`config.mk`:
```
export PLATFORM = sky130hd
export DESIGN_NAME = uart_rx
export DESIGN_NICKNAME = d
export VERILOG_FILES = /design/src/rtl/uart_rx_pkg.sv /design/src/rtl/uart_rx_sync2.sv /design/src/rtl/uart_rx.sv
export SDC_FILE = /design/constraint.sdc
export NUM_CORES = 1
export LEC_CHECK = 0
export ABC_AREA = 1
export CORE_ASPECT_RATIO = 1.75
export CORE_MARGIN = 2
export CORE_UTILIZATION = 45
export DETAILED_ROUTE_END_ITERATION = 8
export GPL_ROUTABILITY_DRIVEN = 0
export HOLD_SLACK_MARGIN = 0.1
export PLACE_DENSITY = 0.7
export SLEW_MARGIN = 40
export SYNTH_ARGS = -nofsm -noshare
export SYNTH_HDL_FRONTEND = slang
export SYNTH_HIERARCHICAL = 1
export SYNTH_SLANG_ARGS = --single-unit
```
`constraint.sdc`:
```
create_clock -name clk -period 2.4 [get_ports clk]
set_clock_uncertainty 0.15 [all_clocks]
set_input_delay 0.72 -clock clk [delete_from_list [all_inputs] [get_ports clk]]
set_output_delay 0.72 -clock clk [all_outputs]
set_load 0.01 [all_outputs]
```
`src/rtl/uart_rx_pkg.sv`:
```
// Shared UART definitions: bit-timing defaults and receiver state encoding.
// SIM builds shrink the divider so a frame takes tens of clocks instead of 52k.
package uart_rx_pkg;

`ifdef SIM
  localparam logic [12:0] T_DIV_DEF      = 13'd7;
  localparam logic [12:0] T_DIV_HALF_DEF = 13'd3;
`else
  localparam logic [12:0] T_DIV_DEF      = 13'd5207;
  localparam logic [12:0] T_DIV_HALF_DEF = 13'd2603;
`endif

  localparam int CNT_W  = 13;
  localparam int DATA_W = 8;

  typedef enum logic [2:0] {
    ST_IDLE  = 3'd0,
    ST_START = 3'd1,
    ST_DATA  = 3'd2,
    ST_STOP  = 3'd3,
    ST_BREAK = 3'd4
  } rx_state_e;

endpackage

```
`src/rtl/uart_rx_sync2.sv`:
```
// Two-flop synchroniser for an asynchronous single-bit input.
// Reset value is a parameter so idle-high lines do not fake an edge out of reset.
module uart_rx_sync2 #(
  parameter logic RESET_VAL = 1'b1
) (
  input  logic clk,
  input  logic rst,
  input  logic d,
  output logic q
);

  logic meta;

  always_ff @(posedge clk or posedge rst) begin
    if (rst) begin
      meta <= RESET_VAL;
      q    <= RESET_VAL;
    end else begin
      meta <= d;
      q    <= meta;
    end
  end

endmodule

```
`src/rtl/uart_rx.sv`:
```
// 8N1 UART receiver: start-bit qualification at mid-bit, LSB-first data, stop check.
//
// state    | meaning
// ST_IDLE  | line idle, waiting for rxd_s low
// ST_START | counting to mid start bit, then qualify it
// ST_DATA  | sampling 8 data bits, one per bit period
// ST_STOP  | sampling the stop bit
// ST_BREAK | stop bit was low, waiting for line to return high
module uart_rx
  import uart_rx_pkg::*;
#(
  parameter logic [12:0] T_DIV      = T_DIV_DEF,
  parameter logic [12:0] T_DIV_HALF = T_DIV_HALF_DEF
) (
  input  logic       clk,
  input  logic       rst,
  input  logic       uart_rxd,
  output logic [7:0] dout,
  output logic       done,
  output logic       frame_err,
  output logic       busy,
  output logic       clk_rx_en
);

  logic             rxd_s;
  rx_state_e        state, state_nxt;
  logic [CNT_W-1:0] cnt;
  logic [2:0]       bit_idx;
  logic [7:0]       shift;

  logic half_tc, bit_tc;
  logic counting, cnt_clr, sample, shift_en, done_nxt, ferr_nxt;

  uart_rx_sync2 #(.RESET_VAL(1'b1)) u_sync (
    .clk (clk),
    .rst (rst),
    .d   (uart_rxd),
    .q   (rxd_s)
  );

  assign half_tc = (cnt == T_DIV_HALF);
  assign bit_tc  = (cnt == T_DIV);

  always_ff @(posedge clk or posedge rst) begin
    if (rst) state <= ST_IDLE;
    else     state <= state_nxt;
  end

  always_comb begin
    state_nxt = state;
    unique case (state)
      ST_IDLE:  if (!rxd_s) state_nxt = ST_START;
      ST_START: if (half_tc) state_nxt = rxd_s ? ST_IDLE : ST_DATA;
      ST_DATA:  if (bit_tc && bit_idx == 3'd7) state_nxt = ST_STOP;
      ST_STOP:  if (bit_tc) state_nxt = rxd_s ? ST_IDLE : ST_BREAK;
      ST_BREAK: if (rxd_s) state_nxt = ST_IDLE;
      default:  state_nxt = ST_IDLE;
    endcase
  end

  always_comb begin
    counting = 1'b0;
    sample   = 1'b0;
    shift_en = 1'b0;
    done_nxt = 1'b0;
    ferr_nxt = 1'b0;
    busy     = (state != ST_IDLE);
    cnt_clr  = (state_nxt != state);
    unique case (state)
      ST_START: begin
        counting = 1'b1;
        sample   = half_tc;
      end
      ST_DATA: begin
        counting = 1'b1;
        sample   = bit_tc;
        shift_en = bit_tc;
      end
      ST_STOP: begin
        counting = 1'b1;
        sample   = bit_tc;
        done_nxt = bit_tc && rxd_s;
        ferr_nxt = bit_tc && !rxd_s;
      end
      default: ;
    endcase
  end

  // Registered strobes line up with the dout update one cycle after sampling.
  always_ff @(posedge clk or posedge rst) begin
    if (rst) begin
      cnt       <= '0;
      bit_idx   <= '0;
      shift     <= '0;
      dout      <= '0;
      done      <= 1'b0;
      frame_err <= 1'b0;
      clk_rx_en <= 1'b0;
    end else begin
      done      <= done_nxt;
      frame_err <= ferr_nxt;
      clk_rx_en <= sample;

      if (cnt_clr || sample) cnt <= '0;
      else if (counting)     cnt <= cnt + 13'd1;

      if (state == ST_START) bit_idx <= '0;
      else if (shift_en)     bit_idx <= bit_idx + 3'd1;

      if (shift_en) shift[bit_idx] <= rxd_s;
      if (done_nxt) dout <= shift;
    end
  end

endmodule

```
==> results.txt <==
- In this run the standard cell core region covers 4360 µm².
- Total via count in the routed design: 1,569
* Slew margin rel.: 68.2%
- Summed negative setup slack over all endpoints: 0 ns
- In this run the worst path has a maximum fanout of 3.
* Hold_buf cts: 0
- Switching Fraction: 18.2%
- Mean instance size in the synthesized netlist: 8.32 µm²
* Final core area utilization: 54.2%
* Library cells used by synthesis: 29
- Max clock buf depth: 2
- The first global-routing pass estimated 6620 µm of wire.
- Wirelength per Cell: 12.3 µm
- Die height: 93.0 µm
- Clock tree synthesis inserted a total of 5 buffers.
* PwrDens: 566 nW/µm²
- Of the available clock period, the critical path in the final layout requires 86.3%.
* Overall die area: 5110 µm²
- Setup violations remaining at the end of the flow were counted as 0.
- For this design the total switching power over the nets is 243 µW.
- met2 is the most crowded layer.
* Initial drt markers: 31
* Delay of the slowest cell on the worst path: 0.42 ns
- The worst setup path is captured at an output pin.
* Ys Warns: 6
- Hold timing on the final database bottoms out at a slack of 0.221 ns.
* Post-detailed-route DRC marker count: 0
- The worst setup path is launched from a register.
* Fraction of registers with async set/reset: 100%
- VDD sags by at most 0.000456 V.
- Post-synth EDFFs: 0
- The critical path contains buffers and inverters numbering 3 combined.
- Cells with a size suffix above 1 make up 17.0% of the layout.
- The final layout contains 270 nets.
- Arrival time of data at the critical path endpoint: 1.20 ns
- CP Data Required Time: 1.53 ns
- Post-layout minimum cycle time: 2.07 ns
- The number of global-route vias before repair was 1,606.
- Highest achievable clock rate: 483 MHz
* Met3 Track Usage GR: 3.99%
- Number of hold violations in the final report: 0
* Count of nets left with antenna violations after detail routing: 0
* Die width: 54.9 µm
* Number of iterations in the first detailed-routing pass: 4
- Once the floorplan was initialized, standard cells occupied 46.7% of the core.
- Setup repair after global routing left no endpoint under its margin.
* Register clock-pin slew on the reported worst setup and hold paths: 0.08 ns
* Area taken by multi-input logic gates: 905 µm²
* Cells after Synth: 245
* Leakage: 1.06 nW
- Fill cells: 412
* Slew Limit Fails: 0
- Number of antenna violations at the first check in global routing: 0
- Summing all flip-flop and latch instances after layout gives 1000 µm².
- Count of buffers inserted at the top-level ports: 14
* Total overflow reported by the global router: 0
- For the pin with the worst max-slew slack, the measured transition is 0.477 ns.
- Antenna cell count: 0
* Mapped Nets: 251
- On the critical path, the stage with the largest delay is an instance of sky130_fd_sc_hd__dfrtp_1.
- At the later pin of the worst-skew pair, clock insertion delay measures 0.29 ns.
* Post-Syn Area: 2040 µm²
- The min-delay analysis places its worst path in the category reg2reg.
* Num Clock Sinks: 40
* M1 GR Usage: 16.7%
- The critical path is of the reg2out type.
- The share of total power dissipated in combinational logic is 1.6%.
- Detailed placement finished with a half-perimeter wire length of 2970 µm.
* CTS tree: built
- In the routed layout, each cell is associated on average with a via count of 4.97.
- Sequential-to-total area share from yosys stat: 49.2%
- Setup Slack @ Placement: 0.286 ns
* Final worst setup slack: 0.328 ns
- The clock network is responsible for 47.8% of the overall power.
- Sequential cells burn 50.6% of the power.
* Largest delay contributor family on the critical path: flip-flops
- Summed over all layers, the routed wires come to 3880 µm.
- 15 I/O pins were placed.
* Flip-flop and latch count after synthesis: 40
* Clock H-tree levels: 2
- The internal power of the cells totals 1.10 mW.
- Met2 usage: 32.7%
* Standard-cell row count: 32
- Total Routing Usage GR: 17.8%
- Dominant register cell in the synthesized netlist: sky130_fd_sc_hd__dfrtp_1
* Root Buffer Master: sky130_fd_sc_hd__clkbuf_8
* Area growth from synthesis to layout: 16.1%
- Status: finished clean
- Summing internal, switching and leakage power gives 1.34 mW.
- Cell chain of the critical path: inv_2 -> nand2_1 -> nor2_2 -> inv_1 -> dlymetal6s2s_1
* Largest net degree at the start of global routing: 39
- The tool flagged a number of max-cap violations equal to 0.
==> worst paths after layout <==
path	endpoint	depth (start not counted)	slack (ns)	from
worst max-delay path	busy	5	0.33	state[1]
worst min register to register	u_sync/q	0	0.22	u_sync/meta
worst min-delay path	u_sync/q	0	0.22	u_sync/meta
min in group asynchronous	u_sync/q	2	0.65	rst
max in group asynchronous	cnt[0]	3	1.03	rst
worst max register to register	cnt[11]	11	0.38	cnt[0]
==> final cells by class <==
| type | instances | area share, % |
|---|---|---|
| Clock buffer | 6 | 3.07 |
| Clock inverter | 2 | 2.54 |
| Inverter | 28 | 4.44 |
| Multi-Input combinational cell | 173 | 38.2 |
| Sequential cell | 40 | 42.4 |
| Tap cell | 51 | 2.70 |
| Timing Repair Buffer | 16 | 6.66 |
==> per-layer routing <==
metal	part of all wire, %	wire length, µm
met5	0	0
met4	2.2	84
met3	2.3	90
met2	59	2300
met1	36	1400
==> cells by family (layout without fill, tap and decap cells) <==
family	Yosys count	in the layout	share of synthesized area [%]
AND/OR/NAND/NOR	145	145	33.9
flip-flops	40	40	49.2
buffers and inverters	32	52	6.51
AO/OA/AOI/OAI	16	16	4.67
XOR/XNOR	9	9	3.87
adder cells (fa/ha/maj)	3	3	1.84
==> state kept, by name, indices dropped and copies added, names as in the netlist <==
name and flops:
dout 8, cnt 13, state 3, u_sync/meta 1, frame_err 1, u_sync/q 1
done 1, clk_rx_en 1, shift 8, bit_idx 3
==> worst register-to-register path: stages, from the launching register on <==
cell and delay (ns):
sky130_fd_sc_hd__dfrtp_1 0.35, sky130_fd_sc_hd__ha_1 0.21, sky130_fd_sc_hd__nand2_1 0.08, sky130_fd_sc_hd__nor2_2 0.15
sky130_fd_sc_hd__nand3_4 0.11, sky130_fd_sc_hd__nand2_2 0.09, sky130_fd_sc_hd__nand2_2 0.06, sky130_fd_sc_hd__nor2_4 0.11
sky130_fd_sc_hd__nand2_2 0.07, sky130_fd_sc_hd__nand2_2 0.06, sky130_fd_sc_hd__nand3_2 0.30, sky130_fd_sc_hd__nor2_1 0.20
==> cells in the final DEF (no fill, tap or decap), types with 2 or more instances in the layout <==
master,synthesis,layout
sky130_fd_sc_hd__nand2_1,59,59
sky130_fd_sc_hd__nor2_1,40,39
sky130_fd_sc_hd__dfrtp_1,38,38
sky130_fd_sc_hd__inv_1,21,20
sky130_fd_sc_hd__nor2_2,12,13
sky130_fd_sc_hd__clkdlybuf4s50_1,0,13
sky130_fd_sc_hd__a21oi_1,9,9
sky130_fd_sc_hd__xor2_1,9,9
sky130_fd_sc_hd__inv_2,7,8
sky130_fd_sc_hd__nand4_1,8,8
sky130_fd_sc_hd__nand2_2,6,6
sky130_fd_sc_hd__nor2_4,5,5
sky130_fd_sc_hd__nor3_1,5,5
sky130_fd_sc_hd__nand3_1,5,5
sky130_fd_sc_hd__clkbuf_8,0,5
sky130_fd_sc_hd__ha_1,3,3
sky130_fd_sc_hd__nand3b_1,2,2
sky130_fd_sc_hd__o31ai_1,2,2
sky130_fd_sc_hd__bufinv_16,0,2
sky130_fd_sc_hd__buf_4,1,2
sky130_fd_sc_hd__dfstp_2,2,2
==> cells in the mapped netlist (6+ instances only) <==
cell type	number	area [µm²]
sky130_fd_sc_hd__nand2_1	59	221
sky130_fd_sc_hd__nor2_1	40	150
sky130_fd_sc_hd__dfrtp_1	38	951
sky130_fd_sc_hd__inv_1	21	78.8
sky130_fd_sc_hd__nor2_2	12	75.1
sky130_fd_sc_hd__a21oi_1	9	45.0
sky130_fd_sc_hd__xor2_1	9	78.8
sky130_fd_sc_hd__nand4_1	8	50.1
sky130_fd_sc_hd__inv_2	7	26.3
sky130_fd_sc_hd__nand2_2	6	37.5
==> metrics by stage <==
| stage | cells | instance area [µm²] |
|---|---|---|
| after CTS | 315 | 2350 |
| after detailed placement | 307 | 2220 |
| after global placement | 307 | 2220 |
| final | 316 | 2370 |
| after global routing | 316 | 2370 |
| after floorplan | 245 | 2040 |
==> repair_timing <==
action	in CTS	in global routing
setup buffers	0	1
setup endpoints to repair	1	1
endpoints found under the hold margin	0	0
resized for setup	1	2
==> power groups by stage <==
stage | Sequential, mW | Clock, mW | Combinational [mW]
finish | 0.679 | 0.641 | 0.0208
global route | 0.679 | 0.688 | 0.0249
CTS | 0.678 | 0.657 | 0.0222
detailed placement | 0.692 | 0 | 0.0223
global placement | 0.691 | 0 | 0.0215
floorplan | 0.691 | 0 | 0.0126
(Power assumes the default switching activity.)
